--- config.mk ---
export PLATFORM = sky130hd
export DESIGN_NAME = vga_sprite_compositor
export DESIGN_NICKNAME = d
export VERILOG_FILES = /design/src/rtl/vga_sprite_compositor.sv
export SDC_FILE = /design/constraint.sdc
export NUM_CORES = 1
export LEC_CHECK = 0
export CORE_UTILIZATION = 54
export DETAILED_ROUTE_END_ITERATION = 12
export PLACE_DENSITY = 0.86
export SETUP_SLACK_MARGIN = 0.05
export SYNTH_ARGS = -nofsm -noshare
export SYNTH_HDL_FRONTEND = slang
export SYNTH_SLANG_ARGS = --single-unit
--- constraint.sdc ---
create_clock -name CLK -period 4.1 [get_ports CLK]
set_clock_uncertainty 0.2 [all_clocks]
set_input_delay 1.23 -clock CLK [delete_from_list [all_inputs] [get_ports CLK]]
set_output_delay 1.23 -clock CLK [all_outputs]
set_load 0.02 [all_outputs]
--- src/rtl/vga_sprite_compositor.sv ---
// VGA timing generator compositing NUM_SPRITES rectangles over a fetched map background.
// Pixel for counter (h,v) reaches the outputs two clocks later; sprite changes commit at frame start.
module vga_sprite_compositor #(
   parameter int H_DISPLAY   = 640,
   parameter int H_FRONT     = 16,
   parameter int H_PULSE     = 96,
   parameter int H_BACK      = 48,
   parameter int V_DISPLAY   = 480,
   parameter int V_FRONT     = 10,
   parameter int V_PULSE     = 2,
   parameter int V_BACK      = 33,
   parameter int NUM_SPRITES = 5,
   parameter int COLOR_W     = 3,
   parameter bit SYNC_POL    = 1'b0,
   localparam int IW         = $clog2(NUM_SPRITES),
   localparam int CW         = 3 * COLOR_W
) (
   input  logic                   CLK,
   input  logic                   RST_N,
   input  logic                   WR_EN,
   input  logic [IW-1:0]          WR_IDX,
   input  logic [9:0]             WR_X,
   input  logic [9:0]             WR_Y,
   input  logic [5:0]             WR_W,
   input  logic [5:0]             WR_H,
   input  logic [CW-1:0]          WR_RGB,
   input  logic                   WR_ON,
   output logic [9:0]             BG_X,
   output logic [9:0]             BG_Y,
   input  logic [CW-1:0]          BG_RGB,
   output logic                   VGA_HS,
   output logic                   VGA_VS,
   output logic [COLOR_W-1:0]     VGA_R,
   output logic [COLOR_W-1:0]     VGA_G,
   output logic [COLOR_W-1:0]     VGA_B,
   output logic                   FRAME_START,
   output logic [NUM_SPRITES-1:0] COLLISION
);

   localparam int H_TOTAL = H_DISPLAY + H_FRONT + H_PULSE + H_BACK;
   localparam int V_TOTAL = V_DISPLAY + V_FRONT + V_PULSE + V_BACK;
   localparam logic [9:0] H_LAST   = 10'(H_TOTAL - 1);
   localparam logic [9:0] V_LAST   = 10'(V_TOTAL - 1);
   localparam logic [9:0] H_DISP   = 10'(H_DISPLAY);
   localparam logic [9:0] V_DISP   = 10'(V_DISPLAY);
   localparam logic [9:0] HS_START = 10'(H_DISPLAY + H_FRONT);
   localparam logic [9:0] HS_END   = 10'(H_DISPLAY + H_FRONT + H_PULSE);
   localparam logic [9:0] VS_START = 10'(V_DISPLAY + V_FRONT);
   localparam logic [9:0] VS_END   = 10'(V_DISPLAY + V_FRONT + V_PULSE);

   typedef struct packed {
      logic          on;
      logic [9:0]    x;
      logic [9:0]    y;
      logic [5:0]    w;
      logic [5:0]    h;
      logic [CW-1:0] rgb;
   } spr_t;

   spr_t shadow_q [NUM_SPRITES];
   spr_t shadow_d [NUM_SPRITES];
   spr_t active_q [NUM_SPRITES];
   spr_t active_d [NUM_SPRITES];

   logic [9:0]             h_q, h_d, v_q, v_d;
   logic [NUM_SPRITES-1:0] acc_q, acc_d, coll_q, coll_d;
   logic                   disp1_q, disp1_d, hs1_q, hs1_d, vs1_q, vs1_d, hit1_q, hit1_d;
   logic [CW-1:0]          spr1_q, spr1_d, rgb2_q, rgb2_d;
   logic                   hs2_q, hs2_d, vs2_q, vs2_d;
   logic                   frame_end;
   logic [NUM_SPRITES-1:0] hit;

   // S0: raster counters, sprite hit test and shadow/active bookkeeping
   always_comb begin
      frame_end = (h_q == H_LAST) && (v_q == V_LAST);
      h_d = (h_q == H_LAST) ? 10'd0 : h_q + 10'd1;
      v_d = v_q;
      if (h_q == H_LAST) v_d = (v_q == V_LAST) ? 10'd0 : v_q + 10'd1;

      // 11-bit compares so x+w / y+h never wrap into the left or top edge
      hit = '0;
      for (int i = 0; i < NUM_SPRITES; i++) begin
         hit[i] = active_q[i].on
            && ({1'b0, h_q} >= {1'b0, active_q[i].x})
            && ({1'b0, h_q} <  ({1'b0, active_q[i].x} + {5'b0, active_q[i].w}))
            && ({1'b0, v_q} >= {1'b0, active_q[i].y})
            && ({1'b0, v_q} <  ({1'b0, active_q[i].y} + {5'b0, active_q[i].h}));
      end

      disp1_d = (h_q < H_DISP) && (v_q < V_DISP);
      hs1_d   = (h_q >= HS_START) && (h_q < HS_END);
      vs1_d   = (v_q >= VS_START) && (v_q < VS_END);
      hit1_d  = 1'b0;
      spr1_d  = '0;
      for (int i = NUM_SPRITES - 1; i >= 0; i--) begin
         if (hit[i]) begin
            hit1_d = 1'b1;
            spr1_d = active_q[i].rgb;
         end
      end

      // Commit copies the pre-write shadow, so a same-cycle write waits a frame
      shadow_d = shadow_q;
      active_d = active_q;
      if (frame_end) active_d = shadow_q;
      for (int i = 0; i < NUM_SPRITES; i++) begin
         if (WR_EN && (WR_IDX == IW'(i))) shadow_d[i] = {WR_ON, WR_X, WR_Y, WR_W, WR_H, WR_RGB};
      end

      acc_d  = acc_q;
      coll_d = coll_q;
      if (disp1_d && hit[0]) acc_d = acc_q | hit;
      acc_d[0] = 1'b0;
      if (frame_end) begin
         coll_d = acc_d;
         acc_d  = '0;
      end
   end

   // S1 -> S2: BG_RGB for this pixel arrives one cycle after its coordinate
   always_comb begin
      rgb2_d = '0;
      if (disp1_q) rgb2_d = hit1_q ? spr1_q : BG_RGB;
      hs2_d = hs1_q ? SYNC_POL : ~SYNC_POL;
      vs2_d = vs1_q ? SYNC_POL : ~SYNC_POL;
   end

   always_ff @(posedge CLK or negedge RST_N) begin
      if (!RST_N) begin
         h_q     <= '0;
         v_q     <= '0;
         acc_q   <= '0;
         coll_q  <= '0;
         disp1_q <= 1'b0;
         hs1_q   <= 1'b0;
         vs1_q   <= 1'b0;
         hit1_q  <= 1'b0;
         spr1_q  <= '0;
         rgb2_q  <= '0;
         hs2_q   <= ~SYNC_POL;
         vs2_q   <= ~SYNC_POL;
         for (int i = 0; i < NUM_SPRITES; i++) begin
            shadow_q[i] <= '0;
            active_q[i] <= '0;
         end
      end else begin
         h_q      <= h_d;
         v_q      <= v_d;
         acc_q    <= acc_d;
         coll_q   <= coll_d;
         disp1_q  <= disp1_d;
         hs1_q    <= hs1_d;
         vs1_q    <= vs1_d;
         hit1_q   <= hit1_d;
         spr1_q   <= spr1_d;
         rgb2_q   <= rgb2_d;
         hs2_q    <= hs2_d;
         vs2_q    <= vs2_d;
         shadow_q <= shadow_d;
         active_q <= active_d;
      end
   end

   assign BG_X        = h_q;
   assign BG_Y        = v_q;
   assign VGA_HS      = hs2_q;
   assign VGA_VS      = vs2_q;
   assign VGA_R       = rgb2_q[CW-1 -: COLOR_W];
   assign VGA_G       = rgb2_q[2*COLOR_W-1 -: COLOR_W];
   assign VGA_B       = rgb2_q[COLOR_W-1:0];
   assign FRAME_START = RST_N && (h_q == 10'd0) && (v_q == 10'd0);
   assign COLLISION   = coll_q;

endmodule
* Word-level counts from Yosys, hierarchy flattened
Cells that the tools add are included.
Storage, ports and cells: flip-flop bits (word level) 473, bits of input ports 57, output and inout port bits 37
Cells by class: $add $sub $neg 12, $lt $le $gt $ge 26, equality and inequality tests 6, muxes and demuxes 18, bitwise operators 1, reductions and logical operators 35
Operators with widths (number):
- adder 10 x 6 -> 11 bit | 10
- < comparator 10 x 11 -> 1 bit | 10
- greater-or-equal comparator 10 bit | 10
- two-way mux 9 bit | 7
- logical AND 1 bit | 32
- adder 10 x 1 -> 10 bit, second input constant | 2
- == test 10 bit, second input constant | 2
- logical NOT 10 bit | 2
- < comparator 10 bit, second input constant | 2
- < comparator 10 x 9 -> 1 bit, second input constant | 2
- two-way mux 10 bit | 2
- greater-or-equal comparator 10 bit, second input constant | 1
- greater-or-equal comparator 10 x 9 -> 1 bit, second input constant | 1
- two-way mux 5 bit | 2
- two-way mux 1 bit | 7
- == test 3 x 2 -> 1 bit, second input constant | 2
- bitwise OR 5 bit | 1
- == test 3 x 1 -> 1 bit, second input constant | 1
- == test 3 bit, second input constant | 1
- logical NOT 3 bit | 1

* Longest topological paths before layout
word-level depth 10, mapped depth 19, depth with buffers taken out 18

* Worst setup path before layout
No wires, ideal clock.
kind flip-flop to flip-flop, from register active_q[115] (netlist bit), to register spr1_q[1], arrival time 3.520 ns, setup slack 0.239 ns, cell stages (with the launch flop) 16, buffers on the path 1, clock period less this slack 3.861 ns, cells stage by stage dfrtp_1 -> ha_1 -> fa_1 -> a211oi_1 -> nor2_1 -> o21a_1 -> nor2_1 -> nor3_1 -> xnor2_1 -> ha_1 -> a2111o_1 -> o211a_1 -> nor4_1 -> clkbuf_1 -> o21a_1 -> a31oi_1
Between the ends: longest elaborated chain between the ends 8, elaborated cells on any way between the ends 10, classes of those cells 1 x add/sub; 2 x order compare; 3 x mux; 4 x reduce/logical
RTL lines:
- start, declared | RTL line 62 | spr_t active_q [NUM_SPRITES];
- start signal, assigned | RTL line 160 | active_q <= active_d;
- adder 10 x 6 -> 11 bit / greater-or-equal comparator 10 bit (equally long branches) | RTL line 85, 84
- < comparator 10 x 11 -> 1 bit / logical AND 1 bit (equally long branches) | RTL line 85, 84
- logical AND 1 bit * | RTL line 85 | && ({1'b0, h_q} < ({1'b0, active_q[i].x} + {5'b0, active_q[i].w}))
- logical AND 1 bit * | RTL line 86 | && ({1'b0, v_q} >= {1'b0, active_q[i].y})
- logical AND 1 bit * | RTL line 87 | && ({1'b0, v_q} < ({1'b0, active_q[i].y} + {5'b0, active_q[i].h}));
- two-way mux 9 bit * (3 in series) | RTL line 96 | if (hit[i]) begin
- net spr1_d[1] | RTL line 68 | logic [CW-1:0] spr1_q, spr1_d, rgb2_q, rgb2_d;
- end signal, assigned | RTL line 155 | spr1_q <= spr1_d;
- end, declared | RTL line 68
Mark *: on every way through the listed nets, which the timed path passes. The rest lies on a longest branch. A chain may end at the register's enable or synchronous reset.

* Worst setup path in the final report
from register active_q[93] (netlist bit), to register spr1_q[0]
Between the ends: longest elaborated chain between the ends 6
RTL lines (RTL line):
- adder 10 x 6 -> 11 bit | 87
- < comparator 10 x 11 -> 1 bit | 87
- logical AND 1 bit | 87
- two-way mux 9 bit (3 in series) | 96
- net spr1_d[0] | 68
The timed path passes the listed nets, and every way through them passes these cells.

==> impl_metrics.tcl <==
set metrics [dict create \
    synth_top_area_cell "dfrtp_1" \
    drt-total-wl_um 66400 \
    hold_path_class "reg2reg" \
    nets 2647 \
    overflow 0 \
    use_met2 0.457 \
    p_leak_nw 13.5 \
    die-height_um 217 \
    cp_max_fo 5 \
    grtUsageMet1 0.357 \
    cpLargestDelayFamily "compound AO/OA/AOI/OAI gates" \
    ys_async_sr_fraction 1.00 \
    hpwl_um 42700 \
    fmax_mhz 245 \
    dieArea_um2 47100 \
    yosys.area.top_type_share 0.471 \
    gr-max-usage-layer "met2" \
    ys_warn_count 0 \
    synthTopCellsByArea "dfrtp_1 (47%), ha_1 (13%), mux2_2 (11%)" \
    fin_ws_ns 0.0136 \
    cts_tree "done" \
    dp_cells 2849 \
    grt_max_degree 187 \
    peakVddDrop_mv 0.341 \
    die_w_um 217 \
    netlist_instances 2154 \
    synth_edf_count 0 \
    finalNonFillerCells 2965 \
    track_usage 0.277 \
    power_frac_comb 0.066 \
    power_frac_clock 0.452 \
    area_delta_synth_final_pct 18.4 \
    hold_buffers 0 \
    syn_area_um2 25000 \
    cap_violations 0 \
    first_global_vias 18700 \
    cpPeakStageDelay_ns 0.43 \
    ant_nets 0 \
    path_class "reg2reg" \
    ctsRootBufferMaster "clkbuf_16" \
    fin_hold_ws_ns 0.162 \
    cts_buffer_depth 3 \
    synth-seq-cells 472 \
    arrival_ns 4.41 \
    cp_common_cell "buf_4" \
    drc_errors 0 \
    net-switching-power_mw 2.54 \
    status "finished, final reports clean" \
    hp-start "hs1_q" \
    start_util 0.549 \
    max-slew-margin-rel 0.279 \
    ys_seq_area_frac 0.473 \
    setup_viol 0 \
    avgViaCountPerCell 6.10 \
    cpMaxStageDelayCell "and4bb_4" \
    dr_total_vias 18100 \
    htree_levels 2 \
    n_fill_cell 3219 \
    cts_num_sinks 472 \
    ys_types 67 \
    syn_avg_cell_area_um2 11.6 \
    drive_gt1_frac 0.221 \
    critPathCaptureType "flip-flop" \
    drv_slew 0 \
    use_met3 0.0363 \
    core_area_um2 45500 \
    power_frac_seq 0.482 \
    grt_pass1_wl_um 102000 \
    gp_congestion 0.930 \
    hold_viol 0 \
    io_buffers 92 \
    fin_crit_ns 4.09 \
    rsz0062_at_grt "true" \
    diodes 0 \
    worst_pin_slew_ns 1.07 \
    crit_start "active_q[93]" \
    dp_worst_setup_slack_ns -0.191 \
    ios 94 \
    cts_buffers 50 \
    required_ns 4.43 \
    p_int_mw 8.63 \
    syn_nets 2475 \
    fin_crit_sh 0.997 \
    crit_chain "ha_2, inv_1, fa_2, nor2b_4, o31ai_4, a21oi_2, buf_4, xnor2_1, ha_1, nand2_1, o211ai_1, a21oi_2, a311oi_2, buf_4, nor4_4, buf_4, and4bb_4, nand2_2, a31oi_1" \
    insertion_delay_ns 0.63 \
    cts.clk_slew.worst_paths_ns 0.07 \
    rows 78 \
    avgRoutedWirePerCell_um 22.4 \
    antenna_found_initial 0 \
    netSwitchingFraction 0.227 \
    drtIter0Drc 1222 \
    power_density_nw_per_um2 378 \
    firstDrtPassIters 5 \
    critPathBufInv 4 \
    crit_path_start_kind "flip-flop" \
    ys.flop_type "dfrtp_1" \
    timing.rr.start "active_q[93]" \
]
power by group through the flow:
stage,combinational [mW],sequential (mW),clock [mW]
after CTS,0.739,5.37,5.08
after floorplan,0.443,5.36,0
after global routing,0.795,5.43,5.28
after global placement,0.687,5.40,0
after detailed placement,0.731,5.45,0
final,0.736,5.39,5.04
synthesized netlist by cell type (9+ instances only):
cell type  number
a211oi_1       24
a21o_1         36
a21oi_1        70
a31oi_1        20
buf_2          25
buf_4          10
clkbuf_1       32
dfrtp_1       470
fa_1           10
ha_1          254
inv_1         124
mux2_1         80
mux2_2        250
mux2i_1        18
nand2_1       159
nand2b_1       28
nand3_1        34
nand4_1        10
nor2_1         70
nor2b_1        30
nor3_1         21
nor4_1         12
o21a_1         26
o21ai_0        52
o21ai_1       109
o21bai_1       15
or4_1           9
xnor2_1        59
xor2_1         21
cell families (layout without fill, tap and decap cells):
logic type	after synthesis	after routing	share of synthesized area
AND/OR/NAND/NOR	394	395	0.0752
flip-flops	472	472	0.473
other	1	1	0.000150
AO/OA/AOI/OAI	402	402	0.0992
XOR/XNOR	80	80	0.0281
multiplexers	348	348	0.156
adder cells (fa/ha/maj)	264	264	0.135
buffers and inverters	193	403	0.0325
registers in the layout, indices dropped and copies added, names as in the netlist, 4 cells and up:
| name | count |
|---|---|
| spr1_q | 9 |
| BG_Y | 10 |
| COLLISION | 4 |
| BG_X | 10 |
| active_q | 210 |
| rgb2_q | 9 |
| shadow_q | 210 |
| acc_q | 4 |
stage by stage:
stage | TNS (ns) | power [mW] | util | cell area [um^2]
2_1_floorplan | 0 | 5.80 | - | 25000
3_3_place_gp | 0 | 6.09 | 0.594 | 27000
3_5_place_dp | -1.30 | 6.18 | 0.594 | 27000
4_1_cts | 0 | 11.2 | 0.638 | 29000
5_1_grt | -0.492 | 11.5 | 0.649 | 29500
6_report | 0 | 11.2 | 0.649 | 29500
cells in the final DEF, fill, tap and decap left out, types with 10 or more instances in the layout:
cell	synthesis	layout
a21o_1	36	36
nor2_1	70	64
buf_4	10	74
a211oi_1	24	17
o21ai_0	52	50
nand2_1	159	155
mux2_1	80	80
a31oi_1	20	19
o21ai_1	109	108
buf_12	0	13
inv_1	124	124
o21a_1	26	26
nand4_1	10	10
nand2b_1	28	28
clkbuf_16	0	52
nor2b_1	30	25
bufinv_16	0	10
nand3_1	34	33
a21oi_1	70	46
mux2i_1	18	17
a21oi_2	2	25
xor2_1	21	21
o21bai_1	15	15
nor3_1	21	17
clkdlybuf4s50_1	0	90
xnor2_1	59	58
mux2_2	250	250
ha_1	254	248
dfrtp_1	470	470
worst paths after layout:
kind / endpoint / slack [ns] / cells after the start
min reg2reg: VGA_HS / 0.16 / 1
min: VGA_HS / 0.16 / 1
min in group asynchronous: active_q[174] / 0.57 / 2
max in group asynchronous: active_q[139] / 1.70 / 3
max reg2reg: spr1_q[0] / 0.01 / 19
max: spr1_q[0] / 0.01 / 19
layer usage:
metal	wire, um	vias to the layer above
met5	0	-
met4	3570	0
met3	3560	216
met2	32100	643
met1	27200	9201
li1	-	8018
worst reg2reg max path, stage by stage (launching register included):
cell and delay [ns]:
dfrtp_1 0.36, ha_2 0.20, inv_1 0.07, fa_2 0.39, nor2b_4 0.17, o31ai_4 0.08, a21oi_2 0.18, buf_4 0.14
xnor2_1 0.06, ha_1 0.29, nand2_1 0.08, o211ai_1 0.25, a21oi_2 0.06, a311oi_2 0.29, buf_4 0.20, nor4_4 0.05
buf_4 0.18, and4bb_4 0.44, nand2_2 0.09, a31oi_1 0.22
final cells by class:
cell class,count,area (um^2),share of cell area
Clock buffer,69,1430,0.0485
Clock inverter,22,417,0.0141
Inverter,124,465,0.0158
Multi-Input combinational cell,1490,12800,0.433
Sequential cell,472,11800,0.400
Tap cell,600,751,0.0254
Timing Repair Buffer,188,1860,0.0629
what timing repair did:
action | 4_1_cts | 5_1_grt
gates resized for setup | 22 | 86
setup endpoints to repair | 11 | 14
gates cloned | 2 | 3
setup buffers | 4 | 16
pin swaps | 5 | 46
hold endpoints to repair | 0 | 0
(Power assumes the default switching activity.)
